## config.mk

```make
export PLATFORM = sky130hd
export DESIGN_NAME = picomips_ctrl_fsm
export DESIGN_NICKNAME = d
export VERILOG_FILES = /design/src/rtl/picomips_pkg.sv /design/src/rtl/picomips_ctrl_fsm.sv
export SDC_FILE = /design/constraint.sdc
export NUM_CORES = 1
export LEC_CHECK = 0
export BUFFER_PORTS_ARGS = -buffer_cell sky130_fd_sc_hd__buf_2
export CAP_MARGIN = 20
export CORE_MARGIN = 2
export CORE_UTILIZATION = 35
export CTS_BUF_LIST = sky130_fd_sc_hd__clkbuf_16
export DETAILED_ROUTE_END_ITERATION = 8
export GPL_TIMING_DRIVEN = 0
export PLACE_DENSITY = 0.61
export SKIP_CTS_REPAIR_TIMING = 1
export SYNTH_ARGS = -nofsm -noshare
export SYNTH_HDL_FRONTEND = slang
export SYNTH_SLANG_ARGS = --single-unit
export TNS_END_PERCENT = 30
```

## constraint.sdc

```tcl
create_clock -name clk -period 3.49 [get_ports clk]
set_input_delay 0.698 -clock clk [delete_from_list [all_inputs] [get_ports clk]]
set_output_delay 0.698 -clock clk [all_outputs]
set_load 0.03 [all_outputs]
```

## src/rtl/picomips_pkg.sv

```systemverilog
// picoMIPS shared definitions.
//
// Purpose: opcode encodings, ALU function codes and the control FSM state
// encoding used by the picoMIPS control unit and datapath. New code imports
// this package instead of the old opcodes.sv include.
//
// Contents:
//   NOP..HALT       6-bit opcode encodings (top bits of the instruction word)
//   alu_func_t      ALU operation select values
//   state_t         control FSM states
//   count_width()   width of the multi-cycle MUL counter for a given latency
package picomips_pkg;

  localparam logic [5:0] NOP  = 6'h00;
  localparam logic [5:0] ADD  = 6'h01;
  localparam logic [5:0] ADDI = 6'h02;
  localparam logic [5:0] SUB  = 6'h03;
  localparam logic [5:0] SUBI = 6'h04;
  localparam logic [5:0] MUL  = 6'h05;
  localparam logic [5:0] MULI = 6'h06;
  localparam logic [5:0] BEQ  = 6'h08;
  localparam logic [5:0] BNE  = 6'h09;
  localparam logic [5:0] HALT = 6'h3F;

  typedef enum logic [3:0] {
    ALU_PASS = 4'd0,
    ALU_ADD  = 4'd2,
    ALU_SUB  = 4'd3,
    ALU_MUL  = 4'd4
  } alu_func_t;

  typedef enum logic [1:0] {
    S_RUN  = 2'd0,  // fetch/decode/execute one instruction
    S_MUL  = 2'd1,  // remaining cycles of a multi-cycle multiply
    S_BR   = 2'd2,  // second cycle of a conditional branch
    S_HALT = 2'd3   // stopped until reset
  } state_t;

  // The counter holds at most MUL_CYCLES-2, so $clog2(MUL_CYCLES) bits are
  // enough; keep at least one bit so the register always exists.
  function automatic int unsigned count_width(input int unsigned cycles);
    return (cycles > 1) ? $clog2(cycles) : 1;
  endfunction

endpackage

```

## src/rtl/picomips_ctrl_fsm.sv

```systemverilog
// picoMIPS multi-cycle control unit.
//
// Purpose: decodes the current opcode and drives PC control, the immediate
// MUX, register-file write enables and ALUfunc. Adds sequencing for
// multi-cycle MUL/MULI, two-cycle conditional branches, HALT, a stall input
// and illegal-opcode detection.
//
// Parameters:
//   OPW          opcode width
//   FW           ALUfunc width
//   MUL_CYCLES   total cycles of MUL/MULI (1 = single cycle)
//   TRAP_ILLEGAL 1: illegal opcode halts the core, 0: executes as NOP
//
// Ports:
//   clk      in   rising-edge clock
//   reset    in   synchronous, active-high; forces every output to 0
//   stall    in   hold state/count/cond, force PC and write strobes to 0
//   opcode   in   top bits of the current instruction
//   zero     in   ALU zero flag of the current ALU result
//   PCincr   out  PC <= PC+1
//   PCload   out  PC <= PC+imm (branch taken), never with PCincr
//   ALUfunc  out  ALU operation select
//   imm      out  route immediate field to ALU operand b
//   w1       out  write ALU result to destination register
//   w2       out  write zero flag into flag register
//   busy     out  multi-cycle instruction in progress
//   halted   out  core in S_HALT
//   illegal  out  one-cycle pulse on an undefined opcode
//
// Handshake: there is no valid/ready pair here. The PC holds the opcode
// stable whenever PCincr and PCload are both 0, which is what lets S_MUL and
// S_BR keep decoding fields of the same instruction.
module picomips_ctrl_fsm
  import picomips_pkg::*;
#(
  parameter int unsigned OPW          = 6,
  parameter int unsigned FW           = 4,
  parameter int unsigned MUL_CYCLES   = 4,
  parameter bit          TRAP_ILLEGAL = 1'b0
) (
  input  logic           clk,
  input  logic           reset,
  input  logic           stall,
  input  logic [OPW-1:0] opcode,
  input  logic           zero,
  output logic           PCincr,
  output logic           PCload,
  output logic [FW-1:0]  ALUfunc,
  output logic           imm,
  output logic           w1,
  output logic           w2,
  output logic           busy,
  output logic           halted,
  output logic           illegal
);

  localparam int unsigned CW = count_width(MUL_CYCLES);

  state_t        state_q, state_d;
  logic [CW-1:0] count_q, count_d;
  logic          cond_q, cond_d;
  alu_func_t     alu_sel;

  always_ff @(posedge clk) begin
    if (reset) begin
      state_q <= S_RUN;
      count_q <= '0;
      cond_q  <= 1'b0;
    end else begin
      state_q <= state_d;
      count_q <= count_d;
      cond_q  <= cond_d;
    end
  end

  always_comb begin
    state_d = state_q;
    count_d = count_q;
    cond_d  = cond_q;
    alu_sel = ALU_PASS;
    PCincr  = 1'b1;
    PCload  = 1'b0;
    imm     = 1'b0;
    w1      = 1'b0;
    w2      = 1'b0;
    busy    = 1'b0;
    halted  = 1'b0;
    illegal = 1'b0;

    case (state_q)
      S_RUN: begin
        case (opcode)
          OPW'(NOP): ;
          OPW'(ADD): begin
            alu_sel = ALU_ADD;
            w1      = 1'b1;
          end
          OPW'(ADDI): begin
            alu_sel = ALU_ADD;
            imm     = 1'b1;
            w1      = 1'b1;
          end
          OPW'(SUB): begin
            alu_sel = ALU_SUB;
            w1      = 1'b1;
            w2      = 1'b1;
          end
          OPW'(SUBI): begin
            alu_sel = ALU_SUB;
            imm     = 1'b1;
            w1      = 1'b1;
            w2      = 1'b1;
          end
          OPW'(MUL), OPW'(MULI): begin
            alu_sel = ALU_MUL;
            imm     = (opcode == OPW'(MULI));
            if (MUL_CYCLES == 1) begin
              w1 = 1'b1;
            end else begin
              // This decode cycle is the first of MUL_CYCLES; S_MUL counts
              // the rest down and writes on the cycle where count reaches 0.
              PCincr  = 1'b0;
              busy    = 1'b1;
              count_d = CW'(MUL_CYCLES - 2);
              state_d = S_MUL;
            end
          end
          OPW'(BEQ), OPW'(BNE): begin
            // Compare now, latch the branch decision; the flag may change
            // before the second cycle when the ALU switches to PASS.
            alu_sel = ALU_SUB;
            PCincr  = 1'b0;
            busy    = 1'b1;
            cond_d  = (opcode == OPW'(BEQ)) ? zero : !zero;
            state_d = S_BR;
          end
          OPW'(HALT): begin
            PCincr  = 1'b0;
            state_d = S_HALT;
          end
          default: begin
            illegal = 1'b1;
            if (TRAP_ILLEGAL) begin
              PCincr  = 1'b0;
              state_d = S_HALT;
            end
          end
        endcase
      end

      S_MUL: begin
        alu_sel = ALU_MUL;
        imm     = (opcode == OPW'(MULI));
        busy    = 1'b1;
        if (count_q != '0) begin
          PCincr  = 1'b0;
          count_d = count_q - CW'(1);
        end else begin
          w1      = 1'b1;
          state_d = S_RUN;
        end
      end

      S_BR: begin
        imm     = 1'b1;
        busy    = 1'b1;
        PCload  = cond_q;
        PCincr  = !cond_q;
        state_d = S_RUN;
      end

      S_HALT: begin
        PCincr = 1'b0;
        halted = 1'b1;
      end

      default: state_d = S_RUN;
    endcase

    // Stall freezes sequencing and suppresses every side effect, but the
    // state-derived indications stay visible.
    if (stall) begin
      state_d = state_q;
      count_d = count_q;
      cond_d  = cond_q;
      PCincr  = 1'b0;
      PCload  = 1'b0;
      w1      = 1'b0;
      w2      = 1'b0;
      illegal = 1'b0;
    end

    if (reset) begin
      alu_sel = ALU_PASS;
      PCincr  = 1'b0;
      PCload  = 1'b0;
      imm     = 1'b0;
      w1      = 1'b0;
      w2      = 1'b0;
      busy    = 1'b0;
      halted  = 1'b0;
      illegal = 1'b0;
    end

    ALUfunc = FW'(alu_sel);
  end

endmodule

```

==> flow_metrics.py, run 1 <==
metrics = {
    "status": {
        "status": "finished, final reports clean",
    },
    "global_routing": {
        "grt_max_degree": 11,
        "busiest_layer": "met2",
        "grtUsageMet1_pct": 20.67,
        "grt_use_met2_pct": 25.95,
        "grt_pass1_wl_mm": 2.601,
        "first_global_vias": 626,
        "grt_overflow": 0,
        "antenna_found_initial": 0,
        "grt.met3_usage_pct": 5.283,
        "grt_usage_pct": 16.17,
    },
    "worst_setup_path": {
        "crit_start": "state_q[1]",
        "cp-start-kind": "register",
        "cp.required_ns": 2.79,
        "r2r_end": "state_q[1]",
        "ff2ff_setup_slack_ns": 1.55,
        "critPathArrivalTime_ns": 2.01,
        "crit_type": "register to output port",
        "worstSetupEndpoint": "illegal",
        "r2r-start": "state_q[1]",
        "reg2reg_depth": 7,
        "worstPathMaxFanout": 10,
        "endpoint_kind": "output port",
    },
    "layout": {
        "finish.instance_area_sq_um": 857.1,
        "multiInputGateArea_sq_um": 494.2,
        "nets": 127,
        "seqCellArea_sq_um": 100.1,
        "n_fill_cell": 185,
        "area_growth_syn_to_layout_pct": 28.52,
        "drive_gt1_share_pct": 23.64,
        "antennaDiodeCount": 0,
    },
    "synth": {
        "synth_top_area_share_pct": 15.01,
        "synth_simple_gate_area_share_pct": 28.89,
        "synth_edf_count": 0,
        "yosys.cell_types.count": 40,
        "ys_warn_count": 0,
        "yosysMostFrequentCell": "inv_1",
        "netlist_area_sq_um": 666.9,
        "synth_mux_area_share_pct": 4.503,
        "synth_top_family_by_area": "simple AND/OR/NAND/NOR gates",
        "synthTopCellsByCount": "inv_1 (8), nand2_1 (7), nor2_1 (7), a21oi_1 (6), ha_1 (6)",
        "seq_area_frac_synth_pct": 15.01,
        "ys_ff_latch": 5,
        "synth_nets": 106,
        "yosys.area_share.adder_pct": 11.26,
        "synthFlopType": "dfxtp_1",
        "synth_xor_area_share_pct": 3.940,
        "synth_area_leader_cell": "dfxtp_1",
        "syn_inst": 90,
        "syn_avg_cell_area_sq_um": 7.410,
        "synthTopCellsByArea": "dfxtp_1 (15%), ha_1 (11%), a21oi_1 (4.5%)",
        "synthArstFlopShare_pct": 0,
        "synth_compound_area_share_pct": 24.95,
    },
    "route": {
        "drc": 0,
        "first_pass_iters": 4,
        "dr_total_vias": 727,
        "viasPerCell": 5.385,
        "wl_per_cell_um": 12.02,
        "drt-initial-drc-count": 19,
        "postRouteAntennaNets": 0,
        "totalWireLength_mm": 1.623,
    },
    "clock_network": {
        "cts.path.max_buffers": 2,
        "clkTransAtPathRegs_ns": 0.03,
        "cts_tree": "done",
        "cts-htree-levels": 1,
        "clockRootBuffer": "clkbuf_16",
        "cts_buffers": 3,
        "clock_sinks": 5,
        "clock_latency_ns": 0.23,
    },
    "die": {
        "fp.dieH_um": 47.65,
        "coreArea_sq_um": 1764,
        "dieArea_sq_um": 2271,
        "initial_core_util_pct": 37.80,
        "core.rowCount": 15,
        "die_w_um": 47.65,
        "io_pins": 22,
    },
    "timing": {
        "fin_skew_ns": 0.001052,
        "setup_tns_ns": 0,
        "min_period_ns": 2.705,
        "drv_slew": 0,
        "max_freq_mhz": 369.6,
        "hold_viol_final": 0,
        "post-route-period-util_pct": 77.52,
        "grt_setup_unrepaired": "no",
        "final-setup-viol-count": 0,
    },
    "placed_design": {
        "place_area_sq_um": 778.2,
        "gp_congestion": 0.8512,
        "io_buffers": 16,
        "place_hpwl_mm": 1.230,
    },
    "min_path": {
        "timing.hold.worst_path_depth": 2,
        "hp-class": "register to register",
    },
    "power": {
        "p_per_area_nw_per_um2": 388.4,
        "max-vdd-ir-drop_v": 0.0002926,
        "cellLeakagePower_uw": 0.0003764,
    },
    "run": {
        "max_cap_viol_count": 0,
    },
}
==> per-layer routing <==
metal  wire, um  share of wire, %  up-vias
met4         21               1.3        0
met3        130               8.0        5
met1        767                47      333
li1           -                 -      362
met5          0                 0        -
met2        703                43       27
==> logic make-up (layout without fill, tap and decap cells) <==
kind of cell,Yosys count,after routing
simple gates,34,34
fa+ha+maj,6,6
other cells,1,1
flops,5,5
mux,3,3
buf+inv,16,36
compound gates,22,22
xor+xnor,3,3
==> cell usage in the layout, fill, tap and decap left out, types with 2 or more instances in the layout <==
cell type  Yosys  final
nor3_1         3      3
buf_2          1     17
dfxtp_1        5      5
clkbuf_1       5      5
o21a_1         2      2
inv_1          8      9
a21oi_1        6      6
a31oi_1        2      2
nand2b_1       2      2
nand3_1        4      4
ha_1           6      6
clkbuf_16      0      3
nor2b_1        2      2
nor2_1         7      7
nand2_1        7      7
xor2_1         2      2
mux2i_1        3      3
a41oi_1        2      2
==> registers in the layout, summed over array words and instances, names as in the netlist <==
name / count
cond_q: 1
count_q: 2
state_q: 2
==> worst min path at each step <==
stage	startpoint	to	slack, ns
floorplan	cond_q	cond_q	0.49
global placement	state_q[0]	state_q[0]	0.52
detailed placement	state_q[0]	state_q[0]	0.53
CTS	state_q[0]	state_q[0]	0.54
global route	state_q[0]	state_q[0]	0.57
finish	state_q[0]	state_q[0]	0.54
==> metrics by stage <==
step	instances	hold WS [ns]	utilization [%]	total power (uW)	worst slack, ns
4_1_cts	135	0.5425	48.58	332.0	0.7949
5_1_grt	135	0.5727	48.58	345.6	0.6332
3_3_place_gp	131	0.5239	44.11	144.4	0.7777
2_1_floorplan	90	0.4865	-	124.6	0.07991
3_5_place_dp	131	0.5303	44.11	144.7	0.8153
6_report	135	0.5354	48.58	332.9	0.7847
==> final cells by class <==
cell class              count  area share (%)
repair buffers             16           9.343
flip-flops and latches      5           11.68
multi-input cells          69           57.66
clock buffers               3           8.759
inverters                   8           3.504
plain buffers               8           4.964
clock inverters             1          0.4380
well taps                  25           3.650
==> worst max-delay path: stages (launching register included) <==
cell and delay, ns:
dfxtp_1 0.32, inv_1 0.10, ha_1 0.16, clkbuf_1 0.33
nand2b_1 0.18, a2111oi_0 0.40, buf_2 0.28
==> power breakdown <==
| group | switching [uW] | internal [uW] | leakage (uW) |
|---|---|---|---|
| logic | 53.2 | 29.8 | 0.000294 |
| registers | 2.26 | 60.0 | 0.0000405 |
| clock network | 39.1 | 148 | 0.0000423 |
(Power assumes the default switching activity.)
==> run 2, diff against run 1 <==
==> constraint.sdc (replaced) <==
create_clock -name clk -period 2.8 [get_ports clk]
set_input_delay 0.56 -clock clk [delete_from_list [all_inputs] [get_ports clk]]
set_output_delay 0.56 -clock clk [all_outputs]
set_load 0.03 [all_outputs]
==> run 2 against run 1 <==
Net effect:
- setup slack worse by 0.50 ns
- largest cell class unchanged
- first-iteration DRC count decreased by 37%
- count of clock-buffer cells in the layout unchanged
- via count down 3.9%
- routed wire length grew 0.49%
- global-route usage is 0.77 points lower
- register-to-register slack lost 0.67 ns
- sequential share of layout area hardly changed
- sequential power grew 25%
- final area up 0.15%
- non-clock buffer count did not move
==> flow_metrics.py, run 2 (synthesized netlist as in run 1, its figures left out) <==
metrics = {
    "clock_network": {
        "clkTransAtPathRegs_ns": 0.03,
        "cts_buffers": 3,
        "cts-htree-levels": 1,
        "cts_tree": "done",
        "clock_sinks": 5,
        "clockRootBuffer": "clkbuf_16",
        "cts.path.max_buffers": 2,
        "clock_latency_ns": 0.22,
    },
    "power": {
        "p_per_area_nw_per_um2": 476.8,
        "max-vdd-ir-drop_v": 0.0003934,
        "cellLeakagePower_uw": 0.0003763,
    },
    "placed_design": {
        "io_buffers": 16,
        "place_area_sq_um": 779.5,
        "place_hpwl_mm": 1.230,
        "gp_congestion": 0.7941,
        "dp.cells": 131,
        "pre_cts_ws_ns": 0.3760,
    },
    "route": {
        "wl_per_cell_um": 12.08,
        "postRouteAntennaNets": 0,
        "drc": 0,
        "totalWireLength_mm": 1.631,
        "dr_total_vias": 699,
        "first_pass_iters": 4,
        "viasPerCell": 5.178,
        "drt-initial-drc-count": 12,
    },
    "global_routing": {
        "grt_usage_pct": 15.40,
        "antenna_found_initial": 0,
        "grt_max_degree": 11,
        "first_global_vias": 572,
        "grt_pass1_wl_mm": 2.490,
        "grt_overflow": 0,
    },
    "timing": {
        "fin_skew_ns": 0.001008,
        "post-route-period-util_pct": 89.84,
        "grt_setup_unrepaired": "no",
        "min_period_ns": 2.516,
        "hold_viol_final": 0,
        "worst_slack_ns": 0.2845,
        "drv_slew": 0,
        "final-setup-viol-count": 0,
        "max_freq_mhz": 397.5,
        "setup_tns_ns": 0,
    },
    "layout": {
        "n_fill_cell": 190,
        "final_common_cell": "buf_2",
        "drive_gt1_share_pct": 23.64,
        "antennaDiodeCount": 0,
        "layout_common_cells": "buf_2 (17), inv_1 (9), nand2_1 (7), nor2_1 (7)",
        "final_cells": 135,
        "area_growth_syn_to_layout_pct": 28.71,
        "top_regs": "count_q: 2 flops, state_q: 2 flops, cond_q: 1 flops",
        "nets": 127,
        "finish.instance_area_sq_um": 858.3,
    },
    "die": {
        "coreArea_sq_um": 1764,
        "fp.dieH_um": 47.65,
        "core.rowCount": 15,
        "die_w_um": 47.65,
        "io_pins": 22,
        "dieArea_sq_um": 2271,
        "initial_core_util_pct": 37.80,
    },
    "min_path": {
        "hp-class": "register to register",
        "hold_path.startpoint": "state_q[0]",
    },
    "worst_setup_path": {
        "endpoint_kind": "output port",
        "crit_type": "register to output port",
        "cp-start-kind": "register",
        "cp.required_ns": 2.24,
        "crit_start": "state_q[1]",
        "worstPathMaxFanout": 10,
        "critPathArrivalTime_ns": 1.96,
        "r2r-start": "state_q[1]",
    },
    "status": {
        "status": "finished, final reports clean",
    },
    "run": {
        "max_cap_viol_count": 0,
    },
}
## run 2: path summary, 6_finish.rpt
check	to	slack, ns	cells past startpoint
max	illegal	0.28	6
max reg2reg	state_q[1]	0.88	7
min	state_q[0]	0.54	2
min reg2reg	state_q[0]	0.54	2
## run 2: layout make-up
type / instances / area (sq um) / area share, %
Inverter: 8 / 30.03 / 3.499
Sequential cell: 5 / 100.1 / 11.66
Tap cell: 25 / 31.28 / 3.644
Buffer: 8 / 42.54 / 4.956
Timing Repair Buffer: 16 / 80.08 / 9.329
Multi-Input combinational cell: 69 / 495.5 / 57.73
Clock buffer: 3 / 75.07 / 8.746
Clock inverter: 1 / 3.754 / 0.4373
## run 2: critical path, cell delays in order (launching register included)
cell	delay, ns
dfxtp_1	0.33
inv_1	0.11
ha_1	0.17
clkbuf_1	0.35
nand2b_1	0.18
a2111oi_1	0.33
buf_2	0.26
## run 2: layer usage
layer  vias up  global-route usage, %  share of wire, %
met3         0                  5.660               4.7
met5         -                      0                 0
met1       321                  21.35                50
met4         0                      0                 0
met2        17                  24.59                45
li1        361                      -                 -
## run 2: power by group
part           internal (uW)  switching, uW
logic                   37.3           65.9
registers               74.8           3.00
clock network            185           43.6
## run 2: stage by stage
stage / power (uW) / hold WS [ns] / util [%]
floorplan: 155.6 / 0.4865 / -
global placement: 180.4 / 0.5318 / 44.18
detailed placement: 180.6 / 0.5390 / 44.18
CTS: 412.9 / 0.5430 / 48.65
global route: 428.2 / 0.5871 / 48.65
finish: 409.2 / 0.5381 / 48.65
==> run 3, diff against run 2 <==
--- a/config.mk
+++ b/config.mk
@@ -8,11 +8,11 @@
 export BUFFER_PORTS_ARGS = -buffer_cell sky130_fd_sc_hd__buf_2
 export CAP_MARGIN = 20
 export CORE_MARGIN = 2
-export CORE_UTILIZATION = 35
+export CORE_UTILIZATION = 49
 export CTS_BUF_LIST = sky130_fd_sc_hd__clkbuf_16
 export DETAILED_ROUTE_END_ITERATION = 8
 export GPL_TIMING_DRIVEN = 0
-export PLACE_DENSITY = 0.61
+export PLACE_DENSITY = 0.8
 export SKIP_CTS_REPAIR_TIMING = 1
 export SYNTH_ARGS = -nofsm -noshare
 export SYNTH_HDL_FRONTEND = slang
==> run 3 against run 2 <==
Net effect:
- clock power barely moved
- final area fell by 1.5%
- routed wire length rose by 0.18%
- power rose by 0.11%
- clock skew rose by 0.0014 ns
- via count rose by 4.7%
- count of clock-buffer cells in the layout did not move
- sequential power barely moved
- fmax rose by 1.2%
- critical path depth did not move
- core utilization rose by 17 points
- worst hold slack improved by 0.011 ns
- critical endpoint unchanged
- largest cell class unchanged
==> flow_metrics.py, run 3 (synthesized netlist as in run 1, its figures left out) <==
metrics = {
    "status": {
        "status": "finished, final reports clean",
    },
    "layout": {
        "nets": 127,
        "seqCellArea_sq_um": 100.1,
        "final_common_cell": "buf_2",
        "multiInputGateArea_sq_um": 495.5,
        "drive_gt1_share_pct": 23.64,
        "area_growth_syn_to_layout_pct": 26.83,
        "antennaDiodeCount": 0,
        "n_fill_cell": 119,
        "top_regs": "count_q: 2 flops, state_q: 2 flops, cond_q: 1 flops",
        "layout_common_cells": "buf_2 (17), inv_1 (9), nand2_1 (7), nor2_1 (7)",
    },
    "placed_design": {
        "io_buffers": 16,
        "place_hpwl_mm": 1.230,
        "gp_congestion": 0.8408,
    },
    "worst_setup_path": {
        "cpPeakStageDelay_ns": 0.34,
        "path_cells": "inv_1 > ha_1 > clkbuf_1 > nand2b_1 > a2111oi_1 > buf_2",
        "path_delay_family": "buffers and inverters",
        "critPathSlowestCell": "dfxtp_1",
        "endpoint_kind": "output port",
        "critPathArrivalTime_ns": 1.92,
        "worstPathMaxFanout": 10,
        "crit_buf_inv": 3,
        "cp.required_ns": 2.24,
        "crit_type": "register to output port",
        "cp-start-kind": "register",
    },
    "global_routing": {
        "grt_usage_pct": 22.31,
        "antenna_found_initial": 0,
        "grt_pass1_wl_mm": 2.380,
        "grt_overflow": 0,
        "first_global_vias": 595,
        "grt_max_degree": 11,
    },
    "timing": {
        "post-route-period-util_pct": 88.74,
        "max_freq_mhz": 402.4,
        "fin_skew_ns": 0.002418,
        "setup_tns_ns": 0,
        "hold_viol_final": 0,
        "final-setup-viol-count": 0,
        "min_period_ns": 2.485,
        "timing.hold.ws_ns": 0.5494,
        "grt_setup_unrepaired": "no",
        "drv_slew": 0,
    },
    "clock_network": {
        "cts-htree-levels": 1,
        "clockRootBuffer": "clkbuf_16",
        "clkTransAtPathRegs_ns": 0.03,
        "cts.path.max_buffers": 2,
        "cts_tree": "done",
        "clock_sinks": 5,
        "cts_buffers": 3,
        "clock_latency_ns": 0.23,
    },
    "min_path": {
        "hp-class": "register to register",
    },
    "die": {
        "dieArea_sq_um": 1672,
        "die_w_um": 40.89,
        "coreArea_sq_um": 1285,
        "core.rowCount": 13,
        "io_pins": 22,
        "fp.dieH_um": 40.89,
        "initial_core_util_pct": 51.90,
    },
    "route": {
        "postRouteAntennaNets": 0,
        "totalWireLength_mm": 1.634,
        "drc": 0,
        "wl_per_cell_um": 13.07,
        "dr_total_vias": 732,
        "first_pass_iters": 4,
        "viasPerCell": 5.856,
        "drt-initial-drc-count": 14,
    },
    "power": {
        "max-vdd-ir-drop_v": 0.0004775,
        "power_frac_seq_pct": 19.0,
        "pwr-share-clk_pct": 55.7,
        "p_sw_uw": 112.8,
        "cellLeakagePower_uw": 0.0003763,
        "p_per_area_nw_per_um2": 484.4,
        "internal_power_uw": 296.8,
        "p_comb_share_pct": 25.3,
        "switching_share_pct": 27.54,
    },
    "run": {
        "max_cap_viol_count": 0,
    },
}
run 3: cell counts in the layout (fill, tap and decap cells not counted):
Identical to the previous run, type by type.
run 3: cell type report:
type	instances	share of cell area, %
Clock inverter	1	0.4438
Multi-Input combinational cell	69	58.58
Inverter	8	3.550
Buffer	8	5.030
Tap cell	15	2.219
Sequential cell	5	11.83
Timing Repair Buffer	16	9.467
Clock buffer	3	8.876
run 3: worst paths after layout:
kind | from | to | slack (ns) | depth (start not counted)
setup / recovery | state_q[0] | illegal | 0.32 | 6
hold / removal | state_q[0] | state_q[0] | 0.55 | 2
setup reg to reg | state_q[1] | state_q[1] | 0.86 | 7
hold reg to reg | state_q[0] | state_q[0] | 0.55 | 2
run 3: per-layer routing:
layer	global-route usage, %	up-vias	routed length, um
met2	39.45	26	798
met1	22.73	344	754
met4	15.00	0	15
met3	5.435	2	65
met5	0	-	0
li1	-	360	-
run 3: metrics by stage:
step	setup WS [ns]	power (uW)	area (sq um)	utilization [%]	instances
final	0.3152	409.7	845.8	65.82	125
after global placement	0.4048	178.8	767.0	59.69	121
after floorplan	0.04607	155.6	668.1	-	90
after CTS	0.3233	412.6	845.8	65.82	125
after global routing	0.1347	428.6	845.8	65.82	125
after detailed placement	0.3321	181.1	767.0	59.69	121
run 3: worst min-delay path, delay by kind of cell (launching register included):
| family | cells | cell delay (ns) |
|---|---|---|
| DFF | 1 | 0.34 |
| and+or+nand+nor | 1 | 0.09 |
| muxes | 1 | 0.06 |
run 3: power groups by stage:
stage / clock (uW) / combinational, uW / sequential (uW)
finish: 228 / 104 / 77.9
global route: 236 / 114 / 78.1
CTS: 232 / 103 / 77.8
detailed placement: 0 / 102 / 78.8
global placement: 0 / 100 / 78.6
floorplan: 0 / 77.6 / 78.0
